File: src/rtl/fb_sprite_engine.sv
// CHIP-8 framebuffer engine: executes DXYN sprite XOR-draws and 00E0 clears
// against the 1-bpp 64x32 framebuffer through a request/grant memory port.
module fb_sprite_engine (
    input  logic        clk,
    input  logic        reset,
    input  logic        start,
    input  logic        clear,
    input  logic [7:0]  draw_x,
    input  logic [7:0]  draw_y,
    input  logic [3:0]  draw_n,
    input  logic [11:0] sprite_addr,
    output logic        busy,
    output logic        done,
    output logic        collision,
    output logic        mem_req,
    output logic        mem_we,
    output logic [11:0] mem_addr,
    output logic [7:0]  mem_wdata,
    input  logic        mem_grant,
    input  logic [7:0]  mem_rdata
);

    localparam logic [11:0] FB_BASE = 12'hF00;

    typedef enum logic [3:0] {
        IDLE, SPR_RD, SPR_WT, L_RD, L_WT, L_WR, R_RD, R_WT, R_WR, CLR_WR, DONE
    } state_t;

    state_t      state_q, state_d;
    logic [5:0]  x0_q, x0_d;
    logic [4:0]  y0_q, y0_d;
    logic [3:0]  n_q, n_d;
    logic [11:0] i_q, i_d;
    logic [3:0]  r_q, r_d;
    logic [7:0]  lmask_q, lmask_d;
    logic [7:0]  rmask_q, rmask_d;
    logic        acc_q, acc_d;
    logic [7:0]  clr_cnt_q, clr_cnt_d;
    logic        busy_q, busy_d;
    logic        done_q, done_d;
    logic        collision_q, collision_d;
    logic        mem_req_q, mem_req_d;
    logic        mem_we_q, mem_we_d;
    logic [11:0] mem_addr_q, mem_addr_d;
    logic [7:0]  mem_wdata_q, mem_wdata_d;

    logic        granted;
    logic [15:0] shifted;
    logic [7:0]  lmask_new, rmask_new;
    logic [5:0]  row_cur, row_nxt;
    logic [4:0]  r_nxt;
    logic        next_ok;
    logic [11:0] fb_left, fb_right;
    logic        finish_row;
    logic        unused_bits;

    assign granted   = mem_req_q && mem_grant;
    // Upper byte is the left-column mask, lower byte the spill into the next byte.
    assign shifted   = {mem_rdata, 8'h00} >> x0_q[2:0];
    assign lmask_new = shifted[15:8];
    assign rmask_new = (x0_q[5:3] != 3'd7) ? shifted[7:0] : 8'h00;
    assign row_cur   = {1'b0, y0_q} + {2'b00, r_q};
    assign r_nxt     = {1'b0, r_q} + 5'd1;
    assign row_nxt   = {1'b0, y0_q} + {1'b0, r_nxt};
    assign next_ok   = (r_nxt < {1'b0, n_q}) && (row_nxt < 6'd32);
    assign fb_left   = FB_BASE + {4'h0, row_cur[4:0], x0_q[5:3]};
    assign fb_right  = FB_BASE + {4'h0, row_cur[4:0], x0_q[5:3] + 3'd1};
    assign unused_bits = ^{draw_x[7:6], draw_y[7:5], row_cur[5]};

    always_comb begin
        state_d     = state_q;
        x0_d        = x0_q;
        y0_d        = y0_q;
        n_d         = n_q;
        i_d         = i_q;
        r_d         = r_q;
        lmask_d     = lmask_q;
        rmask_d     = rmask_q;
        acc_d       = acc_q;
        clr_cnt_d   = clr_cnt_q;
        collision_d = collision_q;
        mem_req_d   = mem_req_q;
        mem_we_d    = mem_we_q;
        mem_addr_d  = mem_addr_q;
        mem_wdata_d = mem_wdata_q;
        finish_row  = 1'b0;

        case (state_q)
            IDLE: begin
                if (clear) begin
                    state_d     = CLR_WR;
                    clr_cnt_d   = 8'h00;
                    acc_d       = 1'b0;
                    collision_d = 1'b0;
                    mem_req_d   = 1'b1;
                    mem_we_d    = 1'b1;
                    mem_addr_d  = FB_BASE;
                    mem_wdata_d = 8'h00;
                end else if (start) begin
                    state_d     = SPR_RD;
                    x0_d        = draw_x[5:0];
                    y0_d        = draw_y[4:0];
                    n_d         = draw_n;
                    i_d         = sprite_addr;
                    r_d         = 4'd0;
                    acc_d       = 1'b0;
                    collision_d = 1'b0;
                    // A zero-height draw passes through SPR_RD without requesting.
                    if (draw_n != 4'd0) begin
                        mem_req_d  = 1'b1;
                        mem_we_d   = 1'b0;
                        mem_addr_d = sprite_addr;
                    end
                end
            end
            SPR_RD: begin
                if (!mem_req_q) begin
                    state_d = DONE;
                end else if (granted) begin
                    mem_req_d = 1'b0;
                    state_d   = SPR_WT;
                end
            end
            SPR_WT: begin
                lmask_d = lmask_new;
                rmask_d = rmask_new;
                if (lmask_new != 8'h00) begin
                    state_d    = L_RD;
                    mem_req_d  = 1'b1;
                    mem_we_d   = 1'b0;
                    mem_addr_d = fb_left;
                end else if (rmask_new != 8'h00) begin
                    state_d    = R_RD;
                    mem_req_d  = 1'b1;
                    mem_we_d   = 1'b0;
                    mem_addr_d = fb_right;
                end else begin
                    finish_row = 1'b1;
                end
            end
            L_RD: begin
                if (granted) begin
                    mem_req_d = 1'b0;
                    state_d   = L_WT;
                end
            end
            L_WT: begin
                if ((mem_rdata & lmask_q) != 8'h00) acc_d = 1'b1;
                mem_req_d   = 1'b1;
                mem_we_d    = 1'b1;
                mem_wdata_d = mem_rdata ^ lmask_q;
                state_d     = L_WR;
            end
            L_WR: begin
                if (granted) begin
                    if (rmask_q != 8'h00) begin
                        state_d    = R_RD;
                        mem_we_d   = 1'b0;
                        mem_addr_d = fb_right;
                    end else begin
                        finish_row = 1'b1;
                    end
                end
            end
            R_RD: begin
                if (granted) begin
                    mem_req_d = 1'b0;
                    state_d   = R_WT;
                end
            end
            R_WT: begin
                if ((mem_rdata & rmask_q) != 8'h00) acc_d = 1'b1;
                mem_req_d   = 1'b1;
                mem_we_d    = 1'b1;
                mem_wdata_d = mem_rdata ^ rmask_q;
                state_d     = R_WR;
            end
            R_WR: begin
                if (granted) finish_row = 1'b1;
            end
            CLR_WR: begin
                if (granted) begin
                    if (clr_cnt_q == 8'hFF) begin
                        mem_req_d = 1'b0;
                        state_d   = DONE;
                    end else begin
                        clr_cnt_d  = clr_cnt_q + 8'd1;
                        mem_addr_d = FB_BASE + {4'h0, clr_cnt_q + 8'd1};
                    end
                end
            end
            DONE: state_d = IDLE;
            default: state_d = IDLE;
        endcase

        // Rows are clipped at the bottom edge rather than wrapped.
        if (finish_row) begin
            mem_we_d = 1'b0;
            if (next_ok) begin
                r_d        = r_nxt[3:0];
                state_d    = SPR_RD;
                mem_req_d  = 1'b1;
                mem_addr_d = i_q + {8'h00, r_nxt[3:0]};
            end else begin
                mem_req_d = 1'b0;
                state_d   = DONE;
            end
        end

        if (state_d == DONE) collision_d = acc_q;
        done_d = (state_d == DONE);
        busy_d = (state_d != IDLE);
    end

    always_ff @(posedge clk or posedge reset) begin
        if (reset) begin
            state_q     <= IDLE;
            x0_q        <= 6'd0;
            y0_q        <= 5'd0;
            n_q         <= 4'd0;
            i_q         <= 12'd0;
            r_q         <= 4'd0;
            lmask_q     <= 8'h00;
            rmask_q     <= 8'h00;
            acc_q       <= 1'b0;
            clr_cnt_q   <= 8'h00;
            busy_q      <= 1'b0;
            done_q      <= 1'b0;
            collision_q <= 1'b0;
            mem_req_q   <= 1'b0;
            mem_we_q    <= 1'b0;
            mem_addr_q  <= 12'd0;
            mem_wdata_q <= 8'h00;
        end else begin
            state_q     <= state_d;
            x0_q        <= x0_d;
            y0_q        <= y0_d;
            n_q         <= n_d;
            i_q         <= i_d;
            r_q         <= r_d;
            lmask_q     <= lmask_d;
            rmask_q     <= rmask_d;
            acc_q       <= acc_d;
            clr_cnt_q   <= clr_cnt_d;
            busy_q      <= busy_d;
            done_q      <= done_d;
            collision_q <= collision_d;
            mem_req_q   <= mem_req_d;
            mem_we_q    <= mem_we_d;
            mem_addr_q  <= mem_addr_d;
            mem_wdata_q <= mem_wdata_d;
        end
    end

    assign busy      = busy_q;
    assign done      = done_q;
    assign collision = collision_q;
    assign mem_req   = mem_req_q;
    assign mem_we    = mem_we_q;
    assign mem_addr  = mem_addr_q;
    assign mem_wdata = mem_wdata_q;

endmodule

File: config.mk
export PLATFORM = sky130hd
export DESIGN_NAME = fb_sprite_engine
export DESIGN_NICKNAME = d
export VERILOG_FILES = /design/src/rtl/fb_sprite_engine.sv
export SDC_FILE = /design/constraint.sdc
export NUM_CORES = 1
export LEC_CHECK = 0
export CAP_MARGIN = 25
export CORE_MARGIN = 10
export CORE_UTILIZATION = 45
export DETAILED_ROUTE_END_ITERATION = 7
export GPL_ROUTABILITY_DRIVEN = 0
export PLACE_DENSITY = 0.63
export SLEW_MARGIN = 20
export SYNTH_ARGS = -nofsm -noshare
export SYNTH_HDL_FRONTEND = slang
export SYNTH_SLANG_ARGS = --single-unit
File: constraint.sdc
create_clock -name clk -period 6.55 [get_ports clk]
set_clock_uncertainty 0.2 [all_clocks]
set_input_delay 0.655 -clock clk [delete_from_list [all_inputs] [get_ports clk]]
set_output_delay 0.655 -clock clk [all_outputs]
set_load 0.005 [all_outputs]
== Yosys cells after proc, flatten, opt, wreduce, memory -nomap -nowiden ==
Index checks and enable logic that the tools add are counted.
Word-level totals
  word-level logic and storage cells: 158
  register bits: 85
Cells by class
  $add $sub $neg: 9
  reductions and logical operators: 25
  equality and inequality tests: 26
  order comparisons: 2
  bitwise gates (word level): 5
  muxes and demuxes: 73
  shift operators: 1
Operators by type and width (number)
  12-bit two-way mux: 11
  4-bit two-way mux: 19
  12-bit one-hot mux with 4 select lines: 1
  4-bit one-hot mux with 10 select lines: 1
  8-bit nonzero test: 5
  8-bit two-way mux: 4
  1-bit two-way mux: 31
  9-bit by 9-bit adder with 10-bit output (first input constant): 3
  8-bit one-hot mux with 3 select lines: 1
  3-bit != test (second input constant): 6
  8-bit AND: 2
  4-bit by 3-bit == test with 1-bit output (second input constant): 4
  8-bit one-hot mux with 2 select lines: 1
  16-bit by 3-bit >> shifter with 16-bit output: 1
  8-bit XOR: 2
  12-bit by 4-bit adder with 12-bit output: 1
  4-bit == test (second input constant): 3
  4-bit != test (second input constant): 3
  2-bit != test (second input constant): 5
  8-bit by 1-bit adder with 8-bit output (second input constant): 1
  4-bit by 2-bit == test with 1-bit output (second input constant): 2
  8-bit == test (second input constant): 1
  4-bit AND reduction: 2
  4-bit nonzero test: 2
  other kinds (23): 29

== Longest topological paths before layout ==
Gate-level depths: netlist (run 1).
  word-level depth: 10
  mapped depth: 11
  mapped depth without buffers: 9

== Worst setup path before layout (run 1) ==
Ideal clock, no wire load.
  path type: input-to-reg
  from: in mem_rdata[3]
  to: reg collision_q, in the netlist collision
  required time: 6222 ps
  data arrival time: 2665 ps
  stages: 8
  slack: 3558 ps
  cell sequence: buf_2 > mux4_2 > nor3_2 > o22ai_2 > nor3_4 > a31oi_4 > o22ai_1 > mux2_1
Between the ends
  word-level cells in the longest chain between the ends: 10
  elaborated cells between the ends (all ways): 16
  those cells by class: 1 x eq/ne; 1 x shift; 9 x mux; 5 x reduce/logical
Ends and longest elaborated chain
  from (decl): line 20  | input logic [7:0] mem_rdata
  16-bit by 3-bit >> shifter with 16-bit output (*): line 59  | assign shifted = {mem_rdata, 8'h00} >> x0_q[2:0];
  8-bit two-way mux: line 61  | assign rmask_new = (x0_q[5:3] != 3'd7) ? shifted[7:0] : 8'h00;
  8-bit nonzero test: line 132  | end else if (rmask_new != 8'h00) begin
  4-bit two-way mux / 1-bit two-way mux (equally long branches): line 132
  4-bit two-way mux / 1-bit two-way mux (equally long branches): line 127  | if (lmask_new != 8'h00) begin
  4-bit one-hot mux with 10 select lines / 1-bit one-hot mux with 3 select lines (equally long branches): line 88  | case (state_q)
  4-bit two-way mux (*): line 197  | if (finish_row) begin
  4-bit == test (*)
  named net done_d: line 40  | logic done_q, done_d;
  3-bit nonzero test (no source line) / 2-bit nonzero test (equally long branches)
  2-bit AND reduction (no source line)
  to (signal assigned): line 247  | collision_q <= collision_d;
  to (decl): line 41  | logic collision_q, collision_d;
The timed path passes the listed nets; every way through them passes the cells marked *.
A chain may end at the register's enable or synchronous reset.

== Worst setup path after layout (run 1) ==
  from: in mem_rdata[2]
  to: reg r_q[2]
Between the ends
  word-level cells in the longest chain between the ends: 7
  elaborated cells between the ends (all ways): 8
  those cells by class: 1 x shift; 5 x mux; 2 x reduce/logical
Ends and longest elaborated chain
  16-bit by 3-bit >> shifter with 16-bit output (*): line 59
  8-bit two-way mux: line 61
  8-bit nonzero test: line 132
  1-bit two-way mux: line 132
  1-bit two-way mux (*): line 127
  1-bit one-hot mux with 3 select lines (*): line 88
  4-bit two-way mux (*): line 197
  named net r_d[2]: line 34  | logic [3:0] r_q, r_d;
  to (signal assigned): line 240  | r_q <= r_d;
  to (decl): line 34
Marked as above.

==> results of run 1 <==
==> critical path, cell delays in order <==
cell             delay (ns)
clkdlybuf4s50_1        0.70
nor2b_1                0.21
a2111oi_0              0.10
o2111ai_1              0.46
nand2_1                0.36
a31oi_4                0.61
nand2b_4               0.38
mux2_1                 0.34
==> final timing paths <==
check                                  start  depth (start not counted)            to
max in group asynchronous              reset                          4        i_q[8]
worst min-delay path            mem_wdata[2]                          1  mem_wdata[2]
worst min register to register  mem_wdata[2]                          1  mem_wdata[2]
worst max register to register       x0_q[0]                          7        r_q[2]
min in group asynchronous              reset                          3       x0_q[2]
worst max-delay path            mem_rdata[2]                          8        r_q[2]
==> cells by family after synthesis <==
kind of cell    after synthesis  share of synthesized area, %
buf+inv                      49                          3.76
mux                          52                          10.7
simple gates                179                          16.4
compound gates              171                          22.9
xor+xnor                     22                          3.43
flops                        84                          37.4
fa+ha+maj                    23                          5.38
==> power by group <==
group | total (mW) | internal [mW] | leakage [nW] | switching, mW
sequential | 0.539 | 0.527 | 1.04 | 0.0125
clock | 0.502 | 0.300 | 0.134 | 0.203
combinational | 0.112 | 0.0574 | 1.64 | 0.0544
==> per-layer routing <==
metal  GRT usage (%)  wire length (µm)  vias to the layer above
li1                -                 -                     2290
met1            24.0              6940                     2357
met2            26.3              7010                      166
met3            4.19              1090                       22
met4            7.05               263                        0
met5               0                 0                        -
==> state kept, by name, indices dropped and copies added, names as in the netlist <==
register,cells
acc_q,1
busy,1
clr_cnt_q,8
collision,1
done,1
i_q,12
lmask_q,8
mem_addr,12
mem_req,1
mem_wdata,8
mem_we,1
n_q,4
r_q,4
rmask_q,7
state_q,4
x0_q,6
y0_q,5
==> stage by stage <==
step                hold slack, ns  instance area [µm²]
floorplan                    0.259                 5630
global placement             0.286                 6330
detailed placement           0.293                 6350
CTS                          0.309                 6630
global route                 0.333                 6650
finish                       0.304                 6650
==> cells in the mapped netlist (8+ instances only) <==
cell type / number
dfrtp_1: 84
nand2_1: 38
nor2_1: 37
mux2_2: 33
o21ai_0: 27
a21oi_1: 23
clkbuf_1: 21
ha_1: 21
nor3_1: 20
xnor2_1: 15
nand3_1: 14
a22o_1: 13
mux2i_1: 13
nand2b_1: 13
nor2b_1: 13
inv_1: 11
a221o_1: 9
a221oi_1: 8
and3_1: 8
o221ai_1: 8
==> final cells by class <==
class	instances	area, µm²
Fill cell	1103	5460
Multi-Input combinational cell	447	3310
Sequential cell	84	2100
Timing Repair Buffer	69	703
Clock buffer	11	243
Tap cell	168	210
Inverter	12	46.3
Clock inverter	2	37.5
==> impl_metrics.py, run 1 <==
metrics = {
    "routing": {
        "wl_per_cell_um": 19.3,
        "vias_per_cell": 6.10,
        "drt_iter0_drc": 389,
        "first_pass_iters": 5,
        "wl_mm": 15.3,
        "route.detailed.drc": 0,
        "postRouteAntennaNets": 0,
        "vias": 4835,
    },
    "timing": {
        "rsz0062_at_grt": "false",
        "hold_viol": 0,
        "slew_violations": 0,
        "layout_setup_ws_ns": 2.75,
        "setup_violations": 0,
        "finalCriticalPeriod_ns": 3.80,
        "setup_tns_ns": 0,
        "fin_crit_sh_pct": 58.0,
        "fmax_ghz": 0.263,
        "tightest_slew_ns": 1.04,
        "slew-limit-headroom_pct": 30.9,
    },
    "clocking": {
        "cts_root_buffer": "clkbuf_16",
        "ctsHoldBuffers": 0,
        "clockBufferDepth": 2,
        "clkTransAtPathRegs_ns": 0.06,
        "cts_setup_buffers": 0,
        "htree_levels": 3,
        "cts_made_buffers": 9,
        "cts_resized": 0,
        "cts_tree": "yes",
        "clkLatencyLatePin_ns": 0.35,
        "cts_num_sinks": 84,
    },
    "finish": {
        "syn_to_final_growth_pct": 18.3,
        "layout-drive-gt1-share_pct": 10.6,
        "diodes": 0,
        "final_common_cell": "dfrtp_1",
        "nets": 691,
        "mostFrequentLayoutCells": "dfrtp_1, clkdlybuf4s50_1, nand2_1",
        "finalNonFillerCells": 793,
        "fin_util_pct": 54.9,
    },
    "worst_setup_path": {
        "cp-start-kind": "primary input",
        "crit_path_max_fanout": 16,
        "path_class": "in2reg",
        "crit_path_end_kind": "flop",
        "cp.required_ns": 6.58,
        "r2r_setup_slack_ns": 2.92,
        "crit_arrival_ns": 3.83,
    },
    "global_routing": {
        "antenna_found_initial": 0,
        "grtUsageTotal_pct": 17.6,
        "grt_pass1_wl_mm": 25.3,
        "grt_pass1_vias": 4731,
        "grt-ovfl-total": 0,
        "grt_start_max_net_pins": 49,
    },
    "yosys": {
        "ys.flop_type": "dfrtp_1",
        "async_flop_share_pct": 100,
        "postSynthAreaPerCell_um2": 9.70,
        "synth_cell_types": 74,
        "synth_edf_count": 0,
        "synth_area_leaders": "dfrtp_1, mux2_2, ha_1, nand2_1, nor2_1",
        "syn_inst": 580,
        "synth.ff_latch_count": 84,
        "yosys.area.top_type_share_pct": 37.4,
        "yosysWarnings": 0,
        "synth_largest_area_cell": "dfrtp_1",
        "synthesis.nets": 648,
        "ys_seq_area_share_pct": 37.4,
        "synthesis.area_um2": 5630,
    },
    "placed_design": {
        "pre_cts_slack_ns": 2.42,
        "port_buffers": 64,
        "dp.cells": 778,
        "dp_hpwl_mm": 11.3,
    },
    "run": {
        "max_cap_violations": 0,
    },
    "die": {
        "die_width_um": 132,
        "io-pin-count": 70,
        "initial_core_util_pct": 46.4,
        "die_h_um": 132,
        "die_area_um2": 17400,
        "rows": 40,
        "core_area_um2": 12100,
    },
    "worst_hold_path": {
        "min_path_type": "reg2reg",
    },
    "pwr": {
        "p_total_mw": 1.15,
        "ir_drop_v": 0.000128,
        "p_per_area_nw_per_um2": 173,
        "cellLeakagePower_nw": 2.82,
    },
    "outcome": {
        "status": "complete, no violations",
    },
}
No activity file was read; power rests on OpenSTA's default activity.
==> run 2: changes to the inputs <==
==> constraint.sdc (replaced) <==
create_clock -name clk -period 3.7 [get_ports clk]
set_clock_uncertainty 0.2 [all_clocks]
set_input_delay 0.37 -clock clk [delete_from_list [all_inputs] [get_ports clk]]
set_output_delay 0.37 -clock clk [all_outputs]
set_load 0.005 [all_outputs]
==> run 2 against run 1 <==
Global-route usage hardly changed. Cell count is 1.8% higher. Critical path depth stayed put. Worst setup slack worse by 2.4 ns. Count of clock-buffer cells in the layout is 1 higher. Clock power is 75% higher. Core utilization is 0.58 points higher. Die area stayed put. Register-to-register slack worse by 2.6 ns. Largest cell class unchanged.
==> impl_metrics.py, run 2 (same netlist as run 1, synthesis figures left out) <==
metrics = {
    "outcome": {
        "status": "complete, no violations",
    },
    "clocking": {
        "clkLatencyLatePin_ns": 0.35,
        "cts_setup_buffers": 0,
        "cts_made_buffers": 9,
        "ctsHoldBuffers": 0,
        "htree_levels": 3,
        "cts_root_buffer": "clkbuf_16",
        "clockBufferDepth": 2,
        "clkTransAtPathRegs_ns": 0.06,
        "cts_tree": "yes",
        "cts_resized": 0,
        "cts_num_sinks": 84,
    },
    "routing": {
        "wl_per_cell_um": 19.2,
        "wl_met1_mm": 7.54,
        "postRouteAntennaNets": 0,
        "vias_per_cell": 6.04,
        "met3_length_um": 894,
        "vias": 4877,
        "dr_wl_met2_mm": 6.72,
        "wl_mm": 15.5,
        "drt_iter0_drc": 589,
        "first_pass_iters": 5,
        "top_layer_used": "met4",
        "route.detailed.drc": 0,
    },
    "placed_design": {
        "dp.cells": 791,
        "port_buffers": 64,
        "placed_area_um2": 6440,
        "pre_cts_slack_ns": 0.211,
        "dp_hpwl_mm": 11.4,
    },
    "die": {
        "rows": 40,
        "core_area_um2": 12100,
        "die_area_um2": 17400,
        "io-pin-count": 70,
        "initial_core_util_pct": 46.4,
        "die_width_um": 132,
        "die_h_um": 132,
    },
    "run": {
        "max_cap_violations": 0,
    },
    "timing": {
        "rsz0062_at_grt": "false",
        "slew_violations": 0,
        "setup_violations": 0,
        "tightest_slew_ns": 0.897,
        "slew-limit-headroom_pct": 40.2,
        "layout_setup_ws_ns": 0.322,
        "finalCriticalPeriod_ns": 3.38,
        "fmax_ghz": 0.296,
        "setup_tns_ns": 0,
        "fin_hold_ws_ns": 0.238,
        "hold_viol": 0,
        "fin_crit_sh_pct": 91.3,
    },
    "worst_setup_path": {
        "path_class": "reg2reg",
        "cp_cell_sequence": "ha_1 > ha_1 > nand2b_1 > o41ai_2 > a211oi_1 > a22oi_1 > a2bb2oi_1 > a22oi_1",
        "max_stage_delay_ns": 0.71,
        "cpMaxStageDelayCell": "a22oi_1",
        "crit_arrival_ns": 3.44,
        "crit_path_end_kind": "flop",
        "cp-start-kind": "flop",
        "crit_path_max_fanout": 9,
        "cp.required_ns": 3.76,
    },
    "global_routing": {
        "antenna_found_initial": 0,
        "grt_start_max_net_pins": 85,
        "grt_pass1_vias": 4702,
        "grt_pass1_wl_mm": 25.3,
        "grtUsageTotal_pct": 17.6,
        "grt-ovfl-total": 0,
    },
    "finish": {
        "syn_to_final_growth_pct": 19.5,
        "diodes": 0,
        "fin_util_pct": 55.5,
        "finalNonFillerCells": 807,
        "layout-drive-gt1-share_pct": 12.5,
        "nFillCells": 1132,
        "nets": 702,
        "mostFrequentLayoutCells": "dfrtp_1, clkdlybuf4s50_1, nand2_1",
        "fin_area_um2": 6720,
        "final_common_cell": "dfrtp_1",
    },
    "pwr": {
        "p_per_area_nw_per_um2": 303,
        "cellLeakagePower_nw": 2.87,
        "p_total_mw": 2.04,
        "ir_drop_v": 0.000220,
    },
    "worst_hold_path": {
        "min_path_type": "in2async",
    },
}
[run 2: changes by cell type in the layout (fill, tap and decap cells not counted)]
| cell | delta |
|---|---|
| bufinv_16 | -1 |
| buf_8 | -1 |
| clkinv_4 | +1 |
| buf_4 | +13 |
| clkinvlp_4 | -1 |
| clkinv_2 | +3 |
| buf_12 | +1 |
| clkbuf_8 | +1 |
| clkbuf_2 | -1 |
| buf_16 | -1 |
[run 2: critical path: cells and delay by family, from the launching register on]
family / cells / cell delay (ns)
adder cells (fa/ha/maj): 2 / 0.50
flip-flops: 1 / 0.48
AO/OA/AOI/OAI: 5 / 1.84
AND/OR/NAND/NOR: 1 / 0.27
[run 2: layout make-up]
cell class	count	area, µm²	area share (%)
multi-input cells	447	3310	49.3
flip-flops and latches	84	2100	31.3
repair buffers	80	773	11.5
clock buffers	12	256	3.81
well taps	168	210	3.13
inverters	12	46.3	0.689
clock inverters	4	23.8	0.354
[run 2: layer usage]
metal  global-route usage [%]  vias to the layer above
met5                        0                        -
met4                     6.80                        0
met3                     3.35                       22
met2                     25.4                      155
met1                     25.2                     2380
li1                         -                     2320
[run 2: worst paths after layout]
kind | start | end | slack (ns) | cells past startpoint
worst min-delay path | reset | x0_q[1] | 0.24 | 3
worst min register to register | mem_wdata[2] | mem_wdata[2] | 0.30 | 1
worst max-delay path | x0_q[3] | mem_addr[6] | 0.32 | 8
max in group asynchronous | reset | r_q[1] | 2.71 | 3
min in group clk | mem_wdata[2] | mem_wdata[2] | 0.30 | 1
worst max register to register | x0_q[3] | mem_addr[6] | 0.32 | 8
[run 2: power by group]
group / internal (mW) / switching, mW
registers: 0.933 / 0.0183
clock network: 0.490 / 0.389
logic: 0.105 / 0.102
total: 1.53 / 0.509
